===== config.mk =====
export PLATFORM = sky130hd
export DESIGN_NAME = nw_output_credit_gate
export DESIGN_NICKNAME = d
export VERILOG_FILES = /design/src/rtl/nw_credit_pkg.sv /design/src/rtl/nw_credit_counter.sv /design/src/rtl/nw_output_credit_gate.sv
export SDC_FILE = /design/constraint.sdc
export NUM_CORES = 1
export LEC_CHECK = 0
export BUFFER_PORTS_ARGS = -buffer_cell sky130_fd_sc_hd__buf_4
export CORE_MARGIN = 5
export CORE_UTILIZATION = 40
export DETAILED_ROUTE_END_ITERATION = 10
export PLACE_DENSITY = 0.66
export SLEW_MARGIN = 25
export SYNTH_ARGS = -nofsm -noshare
export SYNTH_HDL_FRONTEND = slang
export SYNTH_SLANG_ARGS = --single-unit

===== constraint.sdc =====
create_clock -name clk -period 5.2 [get_ports clk]
set_clock_uncertainty 0.15 [all_clocks]
set_input_delay 1.04 -clock clk [delete_from_list [all_inputs] [get_ports clk]]
set_output_delay 1.04 -clock clk [all_outputs]
set_load 0.05 [all_outputs]

===== src/rtl/nw_credit_pkg.sv =====
// nw_credit_pkg: constants shared by the output credit gate and its per-VC counters.
//   cnt_width()      - width of a credit counter holding 0..depth inclusive
//   ERR_*            - bit positions inside err_flags
//   err_flags_t      - packed type of the sticky error vector
package nw_credit_pkg;

    localparam int unsigned ERR_W           = 3;
    localparam int unsigned ERR_UNDERFLOW   = 0;
    localparam int unsigned ERR_OVERFLOW    = 1;
    localparam int unsigned ERR_MULTI_GRANT = 2;

    typedef logic [ERR_W-1:0] err_flags_t;

    // Counter must represent the full depth value, not just depth-1.
    function automatic int unsigned cnt_width(input int unsigned depth);
        return (depth < 1) ? 1 : $clog2(depth + 1);
    endfunction

endpackage


===== src/rtl/nw_credit_counter.sv =====
// nw_credit_counter: credit count for one downstream virtual channel.
// Resets to CREDIT_DEPTH (downstream buffer empty). Simultaneous inc and dec cancel.
// Ports:
//   clk, rst_n  - clock, synchronous active-low reset
//   inc         - credit returned for this VC
//   dec         - committed send on this VC
//   cnt         - current credit count (registered)
//   underflow   - dec at count 0 this cycle (count held at 0)
//   overflow    - inc at full count this cycle (count saturated)
module nw_credit_counter
    import nw_credit_pkg::*;
#(
    parameter int unsigned CREDIT_DEPTH = 4,
    localparam int unsigned CNT_W = cnt_width(CREDIT_DEPTH)
) (
    input  logic             clk,
    input  logic             rst_n,
    input  logic             inc,
    input  logic             dec,
    output logic [CNT_W-1:0] cnt,
    output logic             underflow,
    output logic             overflow
);

    localparam logic [CNT_W-1:0] FULL = CNT_W'(CREDIT_DEPTH);

    logic [CNT_W-1:0] cnt_q, cnt_d;

    always_comb begin
        cnt_d     = cnt_q;
        underflow = 1'b0;
        overflow  = 1'b0;
        if (inc && !dec) begin
            if (cnt_q == FULL) overflow = 1'b1;
            else               cnt_d = cnt_q + 1'b1;
        end else if (dec && !inc) begin
            if (cnt_q == '0) underflow = 1'b1;
            else             cnt_d = cnt_q - 1'b1;
        end
    end

    always_ff @(posedge clk) begin
        if (!rst_n) cnt_q <= FULL;
        else        cnt_q <= cnt_d;
    end

    assign cnt = cnt_q;

endmodule


===== src/rtl/nw_output_credit_gate.sv =====
// nw_output_credit_gate: qualifies per-VC send requests with downstream credit,
// consumes a credit on each committed grant, and issues a registered send command.
// Optional build macro: NW_CREDIT_BYPASS_EN - a credit returned in the same cycle
// to an empty VC qualifies that VC's request immediately.
// Ports:
//   clk, rst_n       - clock, synchronous active-low reset
//   vc_request       - raw per-VC requests
//   arb_request      - credit-qualified requests to the switch arbiter (combinational)
//   grant, success   - arbiter grant vector and commit strobe
//   credit_in_valid  - credit return strobe, credit_in_vc selects the VC
//   send_valid/vc    - registered send command, one cycle after a commit
//   vc_has_credit    - per-VC non-zero credit count
//   err_flags        - sticky [0] underflow, [1] overflow, [2] multi-grant
module nw_output_credit_gate
    import nw_credit_pkg::*;
#(
    parameter int unsigned NUM_VCS      = 4,
    parameter int unsigned CREDIT_DEPTH = 4,
    localparam int unsigned VC_W  = (NUM_VCS > 1) ? $clog2(NUM_VCS) : 1,
    localparam int unsigned CNT_W = cnt_width(CREDIT_DEPTH)
) (
    input  logic               clk,
    input  logic               rst_n,
    input  logic [NUM_VCS-1:0] vc_request,
    output logic [NUM_VCS-1:0] arb_request,
    input  logic [NUM_VCS-1:0] grant,
    input  logic               success,
    input  logic               credit_in_valid,
    input  logic [VC_W-1:0]    credit_in_vc,
    output logic               send_valid,
    output logic [VC_W-1:0]    send_vc,
    output logic [NUM_VCS-1:0] vc_has_credit,
    output logic [ERR_W-1:0]   err_flags
);

    logic [CNT_W-1:0]   cnt [NUM_VCS];
    logic [NUM_VCS-1:0] inc, dec, underflow, overflow;
    logic               commit, multi_grant, credit_ok;
    logic [VC_W-1:0]    grant_idx;
    err_flags_t         err_now;

    logic               send_valid_q;
    logic [VC_W-1:0]    send_vc_q;
    err_flags_t         err_q;

    // Only a one-hot grant under success is a real send; zero grant is a no-op.
    assign commit      = success && $onehot(grant);
    assign multi_grant = success && !$onehot0(grant);
    // Out-of-range VC indices are dropped.
    assign credit_ok   = credit_in_valid && (32'(credit_in_vc) < NUM_VCS);

    always_comb begin
        grant_idx = '0;
        for (int v = 0; v < int'(NUM_VCS); v++) begin
            if (grant[v]) grant_idx = VC_W'(v);
        end
    end

    for (genvar v = 0; v < int'(NUM_VCS); v++) begin : g_vc
        assign inc[v] = credit_ok && (credit_in_vc == VC_W'(v));
        assign dec[v] = commit && grant[v];

        nw_credit_counter #(
            .CREDIT_DEPTH (CREDIT_DEPTH)
        ) u_counter (
            .clk       (clk),
            .rst_n     (rst_n),
            .inc       (inc[v]),
            .dec       (dec[v]),
            .cnt       (cnt[v]),
            .underflow (underflow[v]),
            .overflow  (overflow[v])
        );

        assign vc_has_credit[v] = (cnt[v] != '0);
`ifdef NW_CREDIT_BYPASS_EN
        assign arb_request[v] = vc_request[v] & (vc_has_credit[v] | inc[v]);
`else
        assign arb_request[v] = vc_request[v] & vc_has_credit[v];
`endif
    end

    always_comb begin
        err_now                  = '0;
        err_now[ERR_UNDERFLOW]   = |underflow;
        err_now[ERR_OVERFLOW]    = |overflow;
        err_now[ERR_MULTI_GRANT] = multi_grant;
    end

    always_ff @(posedge clk) begin
        if (!rst_n) begin
            send_valid_q <= 1'b0;
            send_vc_q    <= '0;
            err_q        <= '0;
        end else begin
            send_valid_q <= commit;
            if (commit) send_vc_q <= grant_idx;
            err_q <= err_q | err_now;
        end
    end

    assign send_valid = send_valid_q;
    assign send_vc    = send_vc_q;
    assign err_flags  = err_q;

endmodule


==> results_tabular.tex, run 1 <==
\begin{tabular}{lr}
\hline
Metric & Value \\
\hline
\multicolumn{2}{l}{\textbf{Run status}} \\
Status & finished, final reports clean \\
\multicolumn{2}{l}{\textbf{Layout}} \\
Number of filler instances in the final layout & 298 \\
Most used cells in the layout excluding fill and tap cells & sky130\_fd\_sc\_hd\_\_buf\_4 (27), sky130\_fd\_sc\_hd\_\_dfxtp\_1 (18), sky130\_fd\_sc\_hd\_\_inv\_1 (11), sky130\_fd\_sc\_hd\_\_nor2\_1 (11), sky130\_fd\_sc\_hd\_\_nand2\_1 (8) \\
Final layout net count & 198 \\
Fraction of layout cells with a size suffix above 1 & 0.2514 \\
Total area of multi-input combinational cells & 852.1 µm² \\
Antenna fix cells & 0 \\
Area added between synthesis and finish & 20.04\% \\
Sequential Area & 360.3 µm² \\
Fraction of the core area covered by cells at the end of the flow & 0.5065 \\
Most common library cell in the layout ignoring fill and taps & sky130\_fd\_sc\_hd\_\_buf\_4 \\
\multicolumn{2}{l}{\textbf{Routing}} \\
Number of nets still failing antenna checks after routing & 0 \\
Vias post-DR & 1218 \\
Number of vias per cell & 5.562 \\
Number of optimization iterations in the first detailed-route pass & 4 \\
1st-iter DRT viols & 43 \\
Wirelength per Cell & 14.45 µm \\
Total Wirelength & 3165 µm \\
Number of remaining DRC errors & 0 \\
\multicolumn{2}{l}{\textbf{Floorplan}} \\
Core Rows & 20 \\
Top-Level Pins & 28 \\
Area of the core & 3078 µm² \\
Die Ht & 66.98 µm \\
Die span in x & 66.98 µm \\
Overall die area & 4486 µm² \\
Effective utilization at floorplan & 0.4220 \\
\multicolumn{2}{l}{\textbf{Logic synthesis}} \\
Mapped Avg Cell Area & 8.775 µm² \\
Proportion of register bits with asynchronous set or reset after synthesis & 0 \\
Synth Flop Type & sky130\_fd\_sc\_hd\_\_dfxtp\_1 \\
Cell variety after synth & 48 \\
Yosys top cell area share & 0.2775 \\
Mapped Area & 1299 µm² \\
Number of synthesis warnings & 0 \\
Sequential fraction of the synthesis area & 0.2775 \\
Number of enable-type register cells in the synthesized netlist & 0 \\
Cell count after synthesis & 148 \\
Cell type with the highest aggregate area in the netlist & sky130\_fd\_sc\_hd\_\_dfxtp\_1 \\
Leading cell types by total area after synthesis & sky130\_fd\_sc\_hd\_\_dfxtp\_1 (28\%), sky130\_fd\_sc\_hd\_\_fa\_1 (7.7\%), sky130\_fd\_sc\_hd\_\_o22ai\_1 (3.4\%) \\
Synthesized netlist net count & 170 \\
FF+latch count, synth & 18 \\
\multicolumn{2}{l}{\textbf{Worst hold path}} \\
Worst hold endpoint & err\_flags[2] \\
Cells on Worst Hold Path & 2 \\
Classification of the worst-slack hold path & register to register \\
HP Start & err\_flags[2] \\
\multicolumn{2}{l}{\textbf{STA}} \\
Period utilization & 0.7756 \\
Hold Vio Cnt, Final & 0 \\
Pin slew with the least headroom to its limit & 733.2 ps \\
Unrepaired setup endpoints after global routing & false \\
Relative max-transition margin & 0.5112 \\
Aggregate negative setup slack & 0 ps \\
Final min period & 4033 ps \\
Final max-slew violation count & 0 \\
Highest attainable clock frequency & 248.0 MHz \\
Setup violations, final & 0 \\
\multicolumn{2}{l}{\textbf{Setup path}} \\
Biggest fanout along the worst timing path & 17 \\
Worst EP required & 5230 ps \\
Critical Path AT & 4060 ps \\
Worst Reg2Reg Path Length in Cells & 3 \\
Endpoint of the worst register-to-register path & g\_vc[0].u\_counter.cnt[2] \\
Category of the worst setup path launch point & primary input \\
Critical register-to-register path startpoint & g\_vc[0].u\_counter.cnt[0] \\
Origin of the worst setup path & grant[0] \\
Critical path class & primary input to register \\
Critical path capture point type & register \\
Slack of the worst reg-to-reg path & 3510 ps \\
\multicolumn{2}{l}{\textbf{Placed design}} \\
HPWL after detailed placement & 2506 µm \\
Number of port buffers & 27 \\
Gp weighted congestion & 0.8423 \\
\multicolumn{2}{l}{\textbf{GRT}} \\
Largest net degree at the start of global routing & 19 \\
Initial antenna violation count & 0 \\
Global-route wire length before repair & 5395 µm \\
Overall track demand over capacity in global routing & 0.1534 \\
Grt ovf & 0 \\
Number of global-route vias before repair & 1220 \\
\multicolumn{2}{l}{\textbf{Clock tree}} \\
Clock insertion delay at the later pin of the skew report & 290 ps \\
Number of H-tree branching levels & 1 \\
Cell chosen for the clock root & sky130\_fd\_sc\_hd\_\_clkbuf\_4 \\
Number of buffers created by CTS & 3 \\
Clock tree buffer depth & 2 \\
CTS tree & done \\
Number of resized instances in the post-cts repair step & 0 \\
Hold-fix buffer count after cts & 0 \\
CTS clk-pin slew, worst paths & 110 ps \\
Number of sinks driven by the clock tree & 18 \\
Setup Fix Bufs, Post-CTS & 0 \\
\multicolumn{2}{l}{\textbf{Power and ir drop}} \\
Power density over the cells & 254.3 nW/µm² \\
Static Leakage & 0.6274 nW \\
IR drop worst, VDD & 130.6 µV \\
\multicolumn{2}{l}{\textbf{Run}} \\
Max-cap check violation count & 0 \\
\hline
\end{tabular}
registers in the layout, indices dropped and copies added (netlist names):
name                cells
g_vc.u_counter.cnt     12
err_flags               3
send_vc                 2
send_valid              1
per-layer routing:
layer  part of all wire  vias up  global-route usage
li1                   -      604                   -
met1               0.45      589              0.1896
met2               0.50       21              0.2611
met3              0.033        4             0.02530
met4              0.013        0             0.06329
met5                  0        -                   0
report_power, final:
| group | internal [mW] | switching, mW |
|---|---|---|
| registers | 0.150 | 0.0142 |
| logic | 0.0543 | 0.0897 |
| clock network | 0.0426 | 0.0461 |
| total | 0.247 | 0.150 |
worst max-delay path by stage:
stage | to | slack, ps
after global routing | g_vc[3].u_counter.cnt[2] | 1040
after detailed placement | g_vc[2].u_counter.cnt[1] | 850
after global placement | g_vc[0].u_counter.cnt[2] | 1000
final | g_vc[2].u_counter.cnt[1] | 1170
after CTS | g_vc[2].u_counter.cnt[1] | 1180
after floorplan | g_vc[0].u_counter.cnt[2] | 1390
Yosys cell counts (all sizes together), types with 2 or more instances:
cell type,number
xnor2,3
fa,5
o221ai,2
ha,3
nand2b,4
nand4,4
mux2i,2
nor2,11
a31oi,5
and3,3
buf,2
nand2,9
and2,4
dfxtp,18
nor3,2
or3,5
o31ai,3
o22ai,7
a21oi,7
inv,13
a221oi,3
nand3b,2
nand3,6
o21ai,5
xor2,2
clkbuf,2
layout make-up:
class,instances,share of cell area
clock buffers,4,0.02327
inverters,14,0.03371
multi-input cells,112,0.5465
flip-flops and latches,18,0.2311
well taps,44,0.03531
repair buffers,27,0.1300
worst max-delay path: stages:
cell	delay, ps
sky130_fd_sc_hd__buf_4	110
sky130_fd_sc_hd__inv_1	60
sky130_fd_sc_hd__fa_1	530
sky130_fd_sc_hd__inv_1	40
sky130_fd_sc_hd__ha_1	190
sky130_fd_sc_hd__inv_1	60
sky130_fd_sc_hd__ha_1	220
sky130_fd_sc_hd__and4bb_1	760
sky130_fd_sc_hd__a21oi_2	200
sky130_fd_sc_hd__inv_1	160
sky130_fd_sc_hd__fa_1	430
sky130_fd_sc_hd__a21oi_1	190
sky130_fd_sc_hd__nor4_1	90
stage by stage:
stage	worst slack, ps	hold slack (ps)	cells	power, mW	area [µm²]
floorplan	1390	316.1	148	0.2715	1299
global placement	1003	307.4	215	0.3041	1523
detailed placement	848.4	317.4	215	0.3103	1523
CTS	1180	355.4	219	0.3999	1559
global route	1040	366.3	219	0.4218	1559
finish	1167	344.5	219	0.3965	1559
logic make-up (layout without fill, tap and decap cells):
family / after synthesis / in the layout / share of synthesized area
fa+ha+maj: 8 / 8 / 0.1060
flops: 18 / 18 / 0.2775
xor+xnor: 5 / 5 / 0.03372
buf+inv: 18 / 45 / 0.06647
compound gates: 42 / 42 / 0.2534
simple gates: 55 / 55 / 0.2476
mux: 2 / 2 / 0.01541
Power figures use the tool's default switching activity.
==> run 2: changes to the inputs <==
--- a/config.mk
+++ b/config.mk
@@ -5,11 +5,12 @@
 export SDC_FILE = /design/constraint.sdc
 export NUM_CORES = 1
 export LEC_CHECK = 0
+export ABC_AREA = 1
 export BUFFER_PORTS_ARGS = -buffer_cell sky130_fd_sc_hd__buf_4
 export CORE_MARGIN = 5
 export CORE_UTILIZATION = 40
 export DETAILED_ROUTE_END_ITERATION = 10
-export PLACE_DENSITY = 0.66
+export PLACE_DENSITY = 0.68
 export SLEW_MARGIN = 25
 export SYNTH_ARGS = -nofsm -noshare
 export SYNTH_HDL_FRONTEND = slang
==> constraint.sdc (replaced) <==
create_clock -name clk -period 3.7 [get_ports clk]
set_clock_uncertainty 0.15 [all_clocks]
set_input_delay 0.74 -clock clk [delete_from_list [all_inputs] [get_ports clk]]
set_output_delay 0.74 -clock clk [all_outputs]
set_load 0.05 [all_outputs]
==> run 2 against run 1 <==
Net effect:
- clock power is 48% higher
- final area grew 0.40%
- synthesized cell count rose by 26%
- critical endpoint is now g_vc[3].u_counter.cnt[2]
- die area down 1.6%
- hold slack got worse by 2.0 ps
- largest power group unchanged
==> results_tabular.tex, run 2 <==
\begin{tabular}{lr}
\hline
Metric & Value \\
\hline
\multicolumn{2}{l}{\textbf{STA}} \\
Final min period & 2918 ps \\
Setup ws final & 782.5 ps \\
Relative max-transition margin & 0.6635 \\
Aggregate negative setup slack & 0 ps \\
Final max-slew violation count & 0 \\
Hold Vio Cnt, Final & 0 \\
Period utilization & 0.7885 \\
Setup violations, final & 0 \\
Pin slew with the least headroom to its limit & 504.3 ps \\
Highest attainable clock frequency & 342.8 MHz \\
Unrepaired setup endpoints after global routing & false \\
Smallest hold slack & 342.5 ps \\
\multicolumn{2}{l}{\textbf{GRT}} \\
Grt ovf & 0 \\
Largest net degree at the start of global routing & 15 \\
Overall track demand over capacity in global routing & 0.1454 \\
Global-route wire length before repair & 4995 µm \\
Number of global-route vias before repair & 1155 \\
Initial antenna violation count & 0 \\
\multicolumn{2}{l}{\textbf{Clock tree}} \\
Number of resized instances in the post-cts repair step & 0 \\
Cell chosen for the clock root & sky130\_fd\_sc\_hd\_\_clkbuf\_4 \\
Hold-fix buffer count after cts & 0 \\
Number of H-tree branching levels & 1 \\
Number of buffers created by CTS & 3 \\
Setup Fix Bufs, Post-CTS & 0 \\
CTS tree & done \\
Clock tree buffer depth & 2 \\
Clock insertion delay at the later pin of the skew report & 310 ps \\
Number of sinks driven by the clock tree & 18 \\
CTS clk-pin slew, worst paths & 120 ps \\
\multicolumn{2}{l}{\textbf{Placed design}} \\
Gp weighted congestion & 0.7753 \\
Inst Count DP & 257 \\
Placement Setup Slack & 446.1 ps \\
HPWL after detailed placement & 2361 µm \\
Number of port buffers & 27 \\
Placement Cell Area & 1529 µm² \\
\multicolumn{2}{l}{\textbf{Setup path}} \\
Total buffers and inverters traversed by the critical path & 5 \\
Critical path capture point type & register \\
Critical path, cell by cell & buf\_4 > inv\_1 > fa\_1 > inv\_1 > ha\_1 > inv\_1 > ha\_1 > nor2\_4 > nand3\_4 > nand2\_1 > fa\_1 > inv\_1 > nand2\_1 > nand2\_1 > nand2\_1 > nand2\_1 > nand3\_1 \\
Slack of the worst reg-to-reg path & 2290 ps \\
Critical Path Most Common Cell & sky130\_fd\_sc\_hd\_\_nand2\_1 \\
Critical path class & primary input to register \\
Critical path's slowest cell & sky130\_fd\_sc\_hd\_\_fa\_1 \\
Worst EP required & 3760 ps \\
Worst path max stage delay & 410 ps \\
Category of the worst setup path launch point & primary input \\
Biggest fanout along the worst timing path & 7 \\
Top Family by Delay on Critical Path & adder cells \\
Critical Path AT & 2980 ps \\
\multicolumn{2}{l}{\textbf{Power and ir drop}} \\
Fraction of power consumed by combinational cells & 0.379 \\
Net Switching & 226.0 µW \\
Static Leakage & 0.7994 nW \\
Design Power & 570.7 µW \\
Power density over the cells & 364.6 nW/µm² \\
Clk network pwr share & 0.229 \\
IR drop worst, VDD & 221.5 µV \\
Share of total power in sequential cells & 0.391 \\
Switching part of the total power & 0.3960 \\
Internal power of the cells & 344.7 µW \\
\multicolumn{2}{l}{\textbf{Logic synthesis}} \\
Cell variety after synth & 19 \\
Mapped Area & 1275 µm² \\
Cell type with the highest aggregate area in the netlist & sky130\_fd\_sc\_hd\_\_dfxtp\_1 \\
Most frequent cells after synthesis & sky130\_fd\_sc\_hd\_\_inv\_1 (41), sky130\_fd\_sc\_hd\_\_nand3\_1 (36), sky130\_fd\_sc\_hd\_\_nand2\_1 (32) \\
Number of enable-type register cells in the synthesized netlist & 0 \\
Synth Flop Type & sky130\_fd\_sc\_hd\_\_dfxtp\_1 \\
FF+latch count, synth & 18 \\
Most frequent cell after synthesis & sky130\_fd\_sc\_hd\_\_inv\_1 \\
Sequential fraction of the synthesis area & 0.2826 \\
Number of synthesis warnings & 0 \\
Yosys top cell area share & 0.2826 \\
Proportion of register bits with asynchronous set or reset after synthesis & 0 \\
Leading cell types by total area after synthesis & sky130\_fd\_sc\_hd\_\_dfxtp\_1 (28\%), sky130\_fd\_sc\_hd\_\_nand3\_1 (14\%), sky130\_fd\_sc\_hd\_\_inv\_1 (12\%) \\
Mapped Avg Cell Area & 6.818 µm² \\
Cell count after synthesis & 187 \\
Synthesized netlist net count & 209 \\
\multicolumn{2}{l}{\textbf{Layout}} \\
Max reg flops & 12 \\
Non-filler instance count after layout & 261 \\
Most used cells in the layout excluding fill and tap cells & sky130\_fd\_sc\_hd\_\_inv\_1 (41), sky130\_fd\_sc\_hd\_\_nand3\_1 (36), sky130\_fd\_sc\_hd\_\_nand2\_1 (32) \\
Most common library cell in the layout ignoring fill and taps & sky130\_fd\_sc\_hd\_\_inv\_1 \\
Area added between synthesis and finish & 22.77\% \\
Number of filler instances in the final layout & 330 \\
Fraction of layout cells with a size suffix above 1 & 0.2166 \\
Final layout net count & 240 \\
Sequential Area & 360.3 µm² \\
Fraction of the core area covered by cells at the end of the flow & 0.5127 \\
Post-route cell area & 1565 µm² \\
Antenna fix cells & 0 \\
Total area of multi-input combinational cells & 753.2 µm² \\
\multicolumn{2}{l}{\textbf{Routing}} \\
Total Wirelength & 2894 µm \\
Wirelength per Cell & 11.09 µm \\
Vias post-DR & 1256 \\
Number of nets still failing antenna checks after routing & 0 \\
Number of remaining DRC errors & 0 \\
Number of optimization iterations in the first detailed-route pass & 4 \\
Number of vias per cell & 4.812 \\
1st-iter DRT viols & 63 \\
\multicolumn{2}{l}{\textbf{Floorplan}} \\
Area of the core & 3053 µm² \\
Core Rows & 20 \\
Overall die area & 4416 µm² \\
Top-Level Pins & 28 \\
Die span in x & 66.46 µm \\
Effective utilization at floorplan & 0.4176 \\
Die Ht & 66.46 µm \\
\multicolumn{2}{l}{\textbf{Run status}} \\
Status & finished, final reports clean \\
\multicolumn{2}{l}{\textbf{Run}} \\
Max-cap check violation count & 0 \\
\multicolumn{2}{l}{\textbf{Worst hold path}} \\
Classification of the worst-slack hold path & register to register \\
\hline
\end{tabular}
==> run 2: changes by cell type after synthesis, moves of 4 or more <==
cell	change
sky130_fd_sc_hd__or3_1	-5
sky130_fd_sc_hd__and2_1	-4
sky130_fd_sc_hd__nand3_1	+32
sky130_fd_sc_hd__o21ai_0	-5
sky130_fd_sc_hd__o22ai_1	-7
sky130_fd_sc_hd__a21oi_1	+6
sky130_fd_sc_hd__nand2_1	+24
sky130_fd_sc_hd__a31oi_1	-4
sky130_fd_sc_hd__nand2_2	+7
sky130_fd_sc_hd__inv_1	+30
sky130_fd_sc_hd__nand2b_1	-4
==> run 2: worst min-delay path, stage by stage, from the launching register on <==
cell and delay (ps):
sky130_fd_sc_hd__dfxtp_1 340, sky130_fd_sc_hd__nand2_1 60, sky130_fd_sc_hd__nand3_1 50
==> run 2: logic make-up after synthesis <==
group                      share of synthesized area
and+or+nand+nor                               0.4210
DFF                                           0.2826
AOI/OAI and AO/OA                            0.06183
adders and majority gates                     0.1080
buffers and inverters                         0.1266
==> run 2: cell type report <==
type	count	area share
multi-input combinational	126	0.4812
sequential	18	0.2302
timing repair buffer	27	0.1295
inverter	42	0.1007
tap	44	0.03517
clock buffer	4	0.02318
==> run 2: worst paths after layout <==
path                                                from                       end  depth (start not counted)
worst max register to register  g_vc[3].u_counter.cnt[0]  g_vc[3].u_counter.cnt[2]                          7
worst min-delay path            g_vc[1].u_counter.cnt[2]  g_vc[1].u_counter.cnt[2]                          2
worst min register to register  g_vc[1].u_counter.cnt[2]  g_vc[1].u_counter.cnt[2]                          2
worst max-delay path                            grant[1]  g_vc[3].u_counter.cnt[2]                         17
==> run 2: power groups by stage <==
| stage | Clock (mW) | Sequential [mW] | Combinational (mW) |
|---|---|---|---|
| after floorplan | 0 | 0.245 | 0.139 |
| after detailed placement | 0 | 0.228 | 0.217 |
| after global routing | 0.141 | 0.226 | 0.241 |
| after global placement | 0 | 0.228 | 0.214 |
| final | 0.131 | 0.223 | 0.216 |
| after CTS | 0.134 | 0.224 | 0.218 |
==> run 2: routing by layer <==
layer,vias to the layer above,track usage,share of wire
li1,656,-,-
met1,569,0.1817,0.47
met2,27,0.2454,0.47
met3,4,0.04384,0.054
met4,0,0.03046,0.0086
met5,-,0,0
